<file path="config.mk">
export PLATFORM = sky130hd
export DESIGN_NAME = pipelined_adder_flat
export DESIGN_NICKNAME = d
export VERILOG_FILES = /design/src/rtl/pipelined_adder_if.sv /design/src/rtl/pipelined_adder.sv /design/src/flat_wrapper.sv
export SDC_FILE = /design/constraint.sdc
export NUM_CORES = 1
export LEC_CHECK = 0
export ABC_AREA = 1
export BUFFER_PORTS_ARGS = -buffer_cell sky130_fd_sc_hd__clkbuf_2
export CAP_MARGIN = 5
export CORE_AREA = 2 2 142 144
export CTS_CLUSTER_DIAMETER = 120
export CTS_CLUSTER_SIZE = 14
export DETAILED_ROUTE_END_ITERATION = 10
export DIE_AREA = 0 0 144 146
export SLEW_MARGIN = 20
export SYNTH_ARGS = -nofsm -noshare
export SYNTH_HDL_FRONTEND = slang
export SYNTH_SLANG_ARGS = --single-unit
</file>
<file path="constraint.sdc">
create_clock -name clk -period 7.4 [get_ports clk]
set_clock_uncertainty 0.05 [all_clocks]
set_input_delay 0.74 -clock clk [delete_from_list [all_inputs] [get_ports clk]]
set_output_delay 0.74 -clock clk [all_outputs]
set_load 0.005 [all_outputs]
</file>
<file path="src/rtl/pipelined_adder_if.sv">
`default_nettype none
// ============================================================================
// Module   : pipelined_adder_if
// Purpose  : Operand/result bundle for pipelined_adder. It carries the input
//            handshake, the operands and mode bits, the synchronous flush, the
//            output handshake and the result flags.
// Modports : master - the producer/consumer side (drives operands, out_ready)
//            slave  - the adder side (drives in_ready and the results)
// Ports    : flush, in_valid, in_ready, a, b, cin, sub,
//            out_valid, out_ready, sum, cout, ovf
//            zero, neg (only when PIPELINED_ADDER_FLAGS_EN is defined)
// Macro    : PIPELINED_ADDER_FLAGS_EN adds the zero/neg result flags.
// Revision : 1.0 - initial release
// ============================================================================
interface pipelined_adder_if #(
    parameter int WIDTH = 32
);
    logic             flush;
    logic             in_valid;
    logic             in_ready;
    logic [WIDTH-1:0] a;
    logic [WIDTH-1:0] b;
    logic             cin;
    logic             sub;
    logic             out_valid;
    logic             out_ready;
    logic [WIDTH-1:0] sum;
    logic             cout;
    logic             ovf;
`ifdef PIPELINED_ADDER_FLAGS_EN
    logic             zero;
    logic             neg;
`endif

    modport master (
        output flush, in_valid, a, b, cin, sub, out_ready,
        input  in_ready, out_valid, sum, cout, ovf
`ifdef PIPELINED_ADDER_FLAGS_EN
        , input zero, neg
`endif
    );

    modport slave (
        input  flush, in_valid, a, b, cin, sub, out_ready,
        output in_ready, out_valid, sum, cout, ovf
`ifdef PIPELINED_ADDER_FLAGS_EN
        , output zero, neg
`endif
    );
endinterface

`default_nettype wire

</file>
<file path="src/rtl/pipelined_adder.sv">
`default_nettype none
// ============================================================================
// Module   : pipelined_adder
// Purpose  : WIDTH-bit adder/subtractor whose carry chain is cut into STAGES
//            equal chunks, one chunk added per pipeline stage. One operation
//            per cycle, latency STAGES cycles. A single global stall
//            (out_valid & ~out_ready) freezes every stage; flush clears all
//            valid bits at the next edge.
// Ports    : clk  - clock, rising edge
//            rst  - asynchronous active-high reset
//            bus  - pipelined_adder_if.slave (handshakes, operands, results)
// Params   : WIDTH  - operand width, must be a multiple of STAGES
//            STAGES - pipeline depth, 1..WIDTH
// Macro    : PIPELINED_ADDER_FLAGS_EN adds registered zero/neg result flags.
// Revision : 1.0 - initial release
// ============================================================================
module pipelined_adder #(
    parameter int WIDTH  = 32,
    parameter int STAGES = 4
) (
    input  wire logic        clk,
    input  wire logic        rst,
    pipelined_adder_if.slave bus
);
    localparam int CW   = WIDTH / STAGES;
    localparam int LAST = STAGES - 1;

    logic             stall;
    logic [WIDTH-1:0] b_eff;
    logic             c_eff;

    assign stall        = bus.out_valid & ~bus.out_ready;
    assign bus.in_ready = ~stall;

    // Subtraction is a + ~b + 1; cin toggles the +1 so sub with cin=1 is a-b-1.
    assign b_eff = bus.sub ? ~bus.b : bus.b;
    assign c_eff = bus.cin ^ bus.sub;

    for (genvar k = 0; k < STAGES; k++) begin : g_stage
        // RW: operand bits still to be added when entering this stage.
        // SW: result bits known once this stage has added its chunk.
        localparam int RW = WIDTH - k * CW;
        localparam int SW = (k + 1) * CW;

        logic [RW-1:0] a_src;
        logic [RW-1:0] b_src;
        logic          c_in;
        logic          v_in;
        logic [CW:0]   ch_sum;
        logic [SW-1:0] s_d;

        logic          v_q;
        logic          c_q;
        logic [SW-1:0] s_q;

        if (k == 0) begin : g_first
            assign a_src = bus.a;
            assign b_src = b_eff;
            assign c_in  = c_eff;
            assign v_in  = bus.in_valid;
            assign s_d   = ch_sum[CW-1:0];
        end else begin : g_next
            assign a_src = g_stage[k-1].g_fwd.a_q;
            assign b_src = g_stage[k-1].g_fwd.b_q;
            assign c_in  = g_stage[k-1].c_q;
            assign v_in  = g_stage[k-1].v_q;
            // Lower chunks travel unchanged; this stage appends its own chunk.
            assign s_d   = {ch_sum[CW-1:0], g_stage[k-1].s_q};
        end

        assign ch_sum = {1'b0, a_src[CW-1:0]} + {1'b0, b_src[CW-1:0]}
                      + {{CW{1'b0}}, c_in};

        always_ff @(posedge clk or posedge rst) begin
            if (rst) begin
                v_q <= 1'b0;
                c_q <= 1'b0;
                s_q <= '0;
            end else begin
                // Flush wins over stall; data may keep stale contents.
                if (bus.flush) begin
                    v_q <= 1'b0;
                end else if (!stall) begin
                    v_q <= v_in;
                end
                if (!stall) begin
                    c_q <= ch_sum[CW];
                    s_q <= s_d;
                end
            end
        end

        // Operand chunks not yet consumed ride along to the later stages.
        if (k < LAST) begin : g_fwd
            logic [RW-CW-1:0] a_q;
            logic [RW-CW-1:0] b_q;

            always_ff @(posedge clk or posedge rst) begin
                if (rst) begin
                    a_q <= '0;
                    b_q <= '0;
                end else if (!stall) begin
                    a_q <= a_src[RW-1:CW];
                    b_q <= b_src[RW-1:CW];
                end
            end
        end

        if (k == LAST) begin : g_last
            logic c_msb;
            logic ovf_q;

            // Carry into the MSB recovered from the MSB sum bit and operands.
            assign c_msb = a_src[CW-1] ^ b_src[CW-1] ^ ch_sum[CW-1];

            always_ff @(posedge clk or posedge rst) begin
                if (rst) begin
                    ovf_q <= 1'b0;
                end else if (!stall) begin
                    ovf_q <= c_msb ^ ch_sum[CW];
                end
            end
        end

`ifdef PIPELINED_ADDER_FLAGS_EN
        // Zero is accumulated one chunk at a time so that the output never
        // sees a full-width NOR.
        logic z_in;
        logic z_q;

        if (k == 0) begin : g_zfirst
            assign z_in = 1'b1;
        end else begin : g_znext
            assign z_in = g_stage[k-1].z_q;
        end

        always_ff @(posedge clk or posedge rst) begin
            if (rst) begin
                z_q <= 1'b0;
            end else if (!stall) begin
                z_q <= z_in & (ch_sum[CW-1:0] == '0);
            end
        end
`endif
    end

    assign bus.out_valid = g_stage[LAST].v_q;
    assign bus.sum       = g_stage[LAST].s_q;
    assign bus.cout      = g_stage[LAST].c_q;
    assign bus.ovf       = g_stage[LAST].g_last.ovf_q;
`ifdef PIPELINED_ADDER_FLAGS_EN
    assign bus.zero      = g_stage[LAST].z_q;
    assign bus.neg       = g_stage[LAST].s_q[WIDTH-1];
`endif

endmodule

`default_nettype wire
</file>
<file path="src/flat_wrapper.sv">
// flat-port wrapper written by rule: the top's interface ports become plain ports
module pipelined_adder_flat 
#(
    parameter int WIDTH  = 32,
    parameter int STAGES = 4
)
  (clk, rst, bus_flush, bus_in_valid, bus_a, bus_b, bus_cin, bus_sub, bus_out_ready, bus_in_ready, bus_out_valid, bus_sum, bus_cout, bus_ovf);
  pipelined_adder_if #(.WIDTH(WIDTH)) bus_i ();
  input  wire logic clk;
  input  wire logic rst;
  input wire logic [$bits(bus_i.flush)-1:0] bus_flush;
  input wire logic [$bits(bus_i.in_valid)-1:0] bus_in_valid;
  input wire logic [$bits(bus_i.a)-1:0] bus_a;
  input wire logic [$bits(bus_i.b)-1:0] bus_b;
  input wire logic [$bits(bus_i.cin)-1:0] bus_cin;
  input wire logic [$bits(bus_i.sub)-1:0] bus_sub;
  input wire logic [$bits(bus_i.out_ready)-1:0] bus_out_ready;
  output wire logic [$bits(bus_i.in_ready)-1:0] bus_in_ready;
  output wire logic [$bits(bus_i.out_valid)-1:0] bus_out_valid;
  output wire logic [$bits(bus_i.sum)-1:0] bus_sum;
  output wire logic [$bits(bus_i.cout)-1:0] bus_cout;
  output wire logic [$bits(bus_i.ovf)-1:0] bus_ovf;
  assign bus_i.flush = bus_flush;
  assign bus_i.in_valid = bus_in_valid;
  assign bus_i.a = bus_a;
  assign bus_i.b = bus_b;
  assign bus_i.cin = bus_cin;
  assign bus_i.sub = bus_sub;
  assign bus_i.out_ready = bus_out_ready;
  assign bus_in_ready = bus_i.in_ready;
  assign bus_out_valid = bus_i.out_valid;
  assign bus_sum = bus_i.sum;
  assign bus_cout = bus_i.cout;
  assign bus_ovf = bus_i.ovf;
  pipelined_adder #(.WIDTH(WIDTH), .STAGES(STAGES)) u_core (.clk(clk), .rst(rst), .bus(bus_i));
endmodule
</file>
After elaboration in Yosys (flattened, before gate mapping)

Index checks and enable logic that the tools add are counted.

Register bits after elaboration: 185
Latch bits: 0
Memory bits (writable): 0
Bits in read-only memories: 0
Input port bits: 71
Output and inout port bits: 36
Word-level logic and storage cells: 45
Memories kept: 0

$add $sub $neg: 8
Multiply operators: 0
Divide/modulo/power cells: 0
$lt $le $gt $ge: 0
Equal/unequal tests: 1
Shifts and indexed selects: 0
Multiplexer cells: 9
Bitwise gates (word level): 8
Reductions and logical operators: 0

Operator list:

| operator                                     | number |
|---|---|
| 8-bit by 8-bit adder with 9-bit output       | 4 |
| 9-bit by 1-bit adder with 9-bit output       | 4 |
| 32-bit two-way mux                           | 1 |
| 32-bit inverter                              | 1 |
| 1-bit two-way mux                            | 8 |
| 1-bit XOR                                    | 4 |
| 2-bit inequality test, second input constant | 1 |
| 1-bit inverter                               | 2 |
| 1-bit AND                                    | 1 |

Longest topological paths before layout

Word-level depth: 4
Gate-level depth with buffers: 12
Gate-level depth less buffers: 10

Worst setup path before layout

OpenSTA, ideal clock, no wires.

Path type: input port to flip-flop
Start point: in bus_sub
End point: reg u_core.g_stage[0].s_q[4]
Library setup time: 0.125 ns
Data arrival time: 2.308 ns
Required time: 7.225 ns
Path slack: 4.916 ns
Stages: 12
Path buffers: 2
Cell sequence: buf_4 -> buf_4 -> xor2_1 -> fa_1 -> inv_1 -> fa_1 -> inv_1 -> nand3_1 -> nand3_1 -> a21oi_1 -> o21ai_0 -> o21ai_1

Cells in the longest elaborated chain, start to end: 3
Elaborated cells on any way between the ends: 4
Those cells by class: add/sub: 2; mux: 1; bitwise: 1

RTL lines:

| what                                     | line                  | text |
|---|---|---|
| start, declared                          | flat_wrapper.sv:16    | `input wire logic [$bits(bus_i.sub)-1:0] bus_sub;` |
| 32-bit two-way mux                       | pipelined_adder.sv:36 | `assign b_eff = bus.sub ? ~bus.b : bus.b;` |
| 8-bit by 8-bit adder with 9-bit output   | pipelined_adder.sv:71 | `assign ch_sum = {1'b0, a_src[CW-1:0]} + {1'b0, b_src[CW-1:0]}` |
| 9-bit by 1-bit adder with 9-bit output * | pipelined_adder.sv:72 | `+ {{CW{1'b0}}, c_in};` |
| end signal, assigned                     | pipelined_adder.sv:78 | `s_q <= '0;` |
| end signal, assigned                     | pipelined_adder.sv:88 | `s_q <= s_d;` |
| end, declared                            | pipelined_adder.sv:54 | `logic [SW-1:0] s_q;` |

Every way passes the cells marked *; elsewhere a longest branch is shown, timed or not.
A chain may end at the register's enable or synchronous reset.

Worst setup path after layout

Start point: in bus_out_ready
End point: out bus_in_ready

Cells in the longest elaborated chain, start to end: 3

RTL lines:

| what            | line                  | text |
|---|---|---|
| start, declared | flat_wrapper.sv:17    | `input wire logic [$bits(bus_i.out_ready)-1:0] bus_out_ready;` |
| 1-bit inverter  | pipelined_adder.sv:32 | `assign stall = bus.out_valid & ~bus.out_ready;` |
| 1-bit AND       | pipelined_adder.sv:32 |  |
| 1-bit inverter  | pipelined_adder.sv:33 | `assign bus.in_ready = ~stall;` |
| end, declared   | flat_wrapper.sv:18    | `output wire logic [$bits(bus_i.in_ready)-1:0] bus_in_ready;` |

Every way passes these cells.

==> run_results.csv <==
group,metric,value,unit
synth,synth_edf_count,0,
setup_path,reg2regPathDepth,6,
timing,min_period,2.53,ns
timing,setup_violations,0,
setup_path,crit_type,"in -> out",
synth,synthDistinctLibCells,25,
timing,hold_viol,0,
synth,yosysSeqAreaShare,53.5,%
synth,yosysTopAreaCell,"dfrtp_1",
floorplan,die_w,144,um
cts,cts_buffers,17,
synth,synthArstFlopShare,100,%
drt,vias,6286,
power,p_leak,5.07,nW
timing,tightest_slew,0.933,ns
layout,nets,1203,
layout,multi_input_area,3490,sq um
setup_path,cp_max_fo,54,
power,ir_drop,0.172,mV
floorplan,dieArea,21000,sq um
drt,wirelength,17.0,mm
floorplan,row_count,51,
timing,relSlewSlack,37.8,%
floorplan,die-height,146,um
place,portBuffers,106,
synth,synthCells,1009,
synth,postSynthAreaPerCell,8.58,sq um
timing,fmax,0.395,GHz
cts,cts_num_sinks,185,
cts,clockBufferDepth,2,
global_route,grt_pass1_vias,6132,
cts,holdBufCountCts,0,
synth,synth_top_area_share,53.5,%
synth,synthTopCellsByCount,"nand2_1, dfrtp_1, o21ai_0, inv_1, nand3_1",
run,maxCapViolCount,0,
global_route,grt_first_pass_wirelength,29.9,mm
synth,ys_ff_latch,185,
place,dpl.hpwl,11.0,mm
synth,synth_adder_area_share,5.90,%
hold_path,holdCritPathClass,"reg -> reg",
synth,synth_compound_area_share,5.83,%
layout,seqCellArea,4630,sq um
drt,route.detailed.drc,0,
floorplan,start_util,44.8,%
timing,setup_ws,4.87,ns
synth,ys.flop_type,"dfrtp_1",
synth,yosysMostFrequentCell,"nand2_1",
status,outcome,"complete, no violations",
synth,synthMuxAreaShare,0,%
setup_path,start_kind,"primary input",
setup_path,end_kind,"output port",
layout,drive_above_1_share,13.1,%
hold_path,hold_depth,2,
floorplan,num_io_pins,107,
timing,final.period_utilization,34.2,%
cts,insertion_delay,0.43,ns
global_route,grt.overflow.total,0,
synth,synth_top_family_by_area,"simple AND/OR/NAND/NOR gates",
synth,synth_nets,1116,
hold_path,hold_start,"u_core.g_stage[1].g_fwd.b_q[12]$_DFFE_PP0N_",
synth,yosys_warnings,0,
power,cellPowerDensity,270,nW/um^2
synth,synth_xor_area_share,3.95,%
layout,area_delta_synth_final,13.7,%
cts,cts-root-buf,"clkbuf_16",
floorplan,coreArea,19300,sq um
global_route,antenna_found_initial,0,
setup_path,crit-reg2reg-capture,"u_core.g_stage[2].s_q[12]$_DFFE_PP0N_",
place,dpl-instance-area,9280,sq um
drt,antenna_left,0,
setup_path,crit_required,6.61,ns
hold_path,holdPathEnd,"u_core.g_stage[2].g_fwd.b_q[4]$_DFFE_PP0N_",
synth,synth_simple_gate_area_share,24.6,%
timing,slew_viol_final,0,
drt,via_per_inst,4.58,
cts,cts_resized,0,
setup_path,crit_start,"bus_out_ready",
synth,syn_area,8650,sq um
drt,wire_per_inst,12.4,um
drt,dr.first_iter.drc_count,394,
timing,rsz0062_at_grt,"no",
timing,fin_setup_tns,0,ns
synth,synth_area_leaders,"dfrtp_1, nand2_1, ha_1",
place,routabilityCongestion,0.790,
layout,fillers,1885,
cts,clk_pin_slew,0.06,ns
cts,htree_levels,4,
power,power.total,0.00266,W
layout,diodes,0,
global_route,grtUsageTotal,17.6,%
global_route,grt_max_degree,129,
setup_path,r2r_slack,5.16,ns
cts,cts_tree,"done",
layout,stdcell_area,9840,sq um
place,pre_cts_slack,4.18,ns
drt,drt_pass1_iterations,4,
setup_path,crit_arrival,1.74,ns
setup_path,r2r_start,"u_core.bus.out_valid$_DFFE_PP0P_",
cts,cts_setup_buffers,0,
report_power, final:
| group | internal, W | switching (W) |
|---|---|---|
| logic | 0.000211 | 0.000276 |
| clock network | 0.000452 | 0.000400 |
| registers | 0.00121 | 0.000113 |
| total | 0.00187 | 0.000789 |
registers in the layout, indices dropped and copies added (netlist names):
name and count:
u_core.g_stage.g_fwd.a_q 48, u_core.g_stage.g_fwd.b_q 48, u_core.g_stage.s_q 48, u_core.bus.sum 32
u_core.g_stage.c_q 3, u_core.g_stage.v_q 3, u_core.bus.cout 1, u_core.bus.out_valid 1
u_core.bus.ovf 1
through the flow:
stage	hold WS [ns]	instances	util [%]
2_1_floorplan	0.392	1009	-
3_3_place_gp	0.401	1341	48.0
3_5_place_dp	0.402	1341	48.0
4_1_cts	0.416	1372	50.8
5_1_grt	0.439	1373	50.9
6_report	0.411	1373	50.9
cell type report:
| class | instances | area share [%] |
|---|---|---|
| Sequential cell | 185 | 47.0 |
| Multi-Input combinational cell | 714 | 35.5 |
| Timing Repair Buffer | 112 | 5.98 |
| Clock buffer | 20 | 4.64 |
| Tap cell | 265 | 3.37 |
| Inverter | 66 | 2.62 |
| Clock inverter | 11 | 0.890 |
layout by cell type (no fill, tap or decap), drive strengths merged:
cell type  instances
a211oi             2
a21oi             18
a31oi              1
buf                6
clkbuf           126
clkinv             5
clkinvlp           1
dfrtp            185
fa                 8
ha                28
inv               71
nand2            472
nand3             29
nand3b             9
nand4              7
nor2              19
o21ai             77
o31ai              1
or2                4
xnor2             28
xor2              11
worst max-delay path, cell delays in order:
cell and delay (ns):
clkbuf_2 0.10, nor2_4 0.37, inv_4 0.32, clkbuf_2 0.20
layer usage:
layer  vias to the layer above  wire (um)  GRT usage [%]
li1                       3317          -              -
met1                      2868       8960           26.5
met2                        85       7290           26.0
met3                        16        537           2.99
met4                         0        225           5.15
met5                         -          0              0
cell families (layout without fill, tap and decap cells):
family | count (synthesis) | in the layout
AND/OR/NAND/NOR | 540 | 540
flip-flops | 185 | 185
buffers and inverters | 110 | 209
AO/OA/AOI/OAI | 99 | 99
XOR/XNOR | 39 | 39
adder cells (fa/ha/maj) | 36 | 36
how the worst max path moves through the flow:
| stage | endpoint | cells after the start |
|---|---|---|
| after floorplan | u_core.bus.cout$_DFFE_PP0N_ | 1 |
| after global placement | u_core.bus.sum[28]$_DFFE_PP0N_ | 6 |
| after detailed placement | u_core.bus.sum[28]$_DFFE_PP0N_ | 6 |
| after CTS | bus_in_ready | 4 |
| after global routing | u_core.g_stage[0].s_q[4]$_DFFE_PP0N_ | 12 |
| final | bus_in_ready | 4 |
Power figures use the tool's default switching activity.
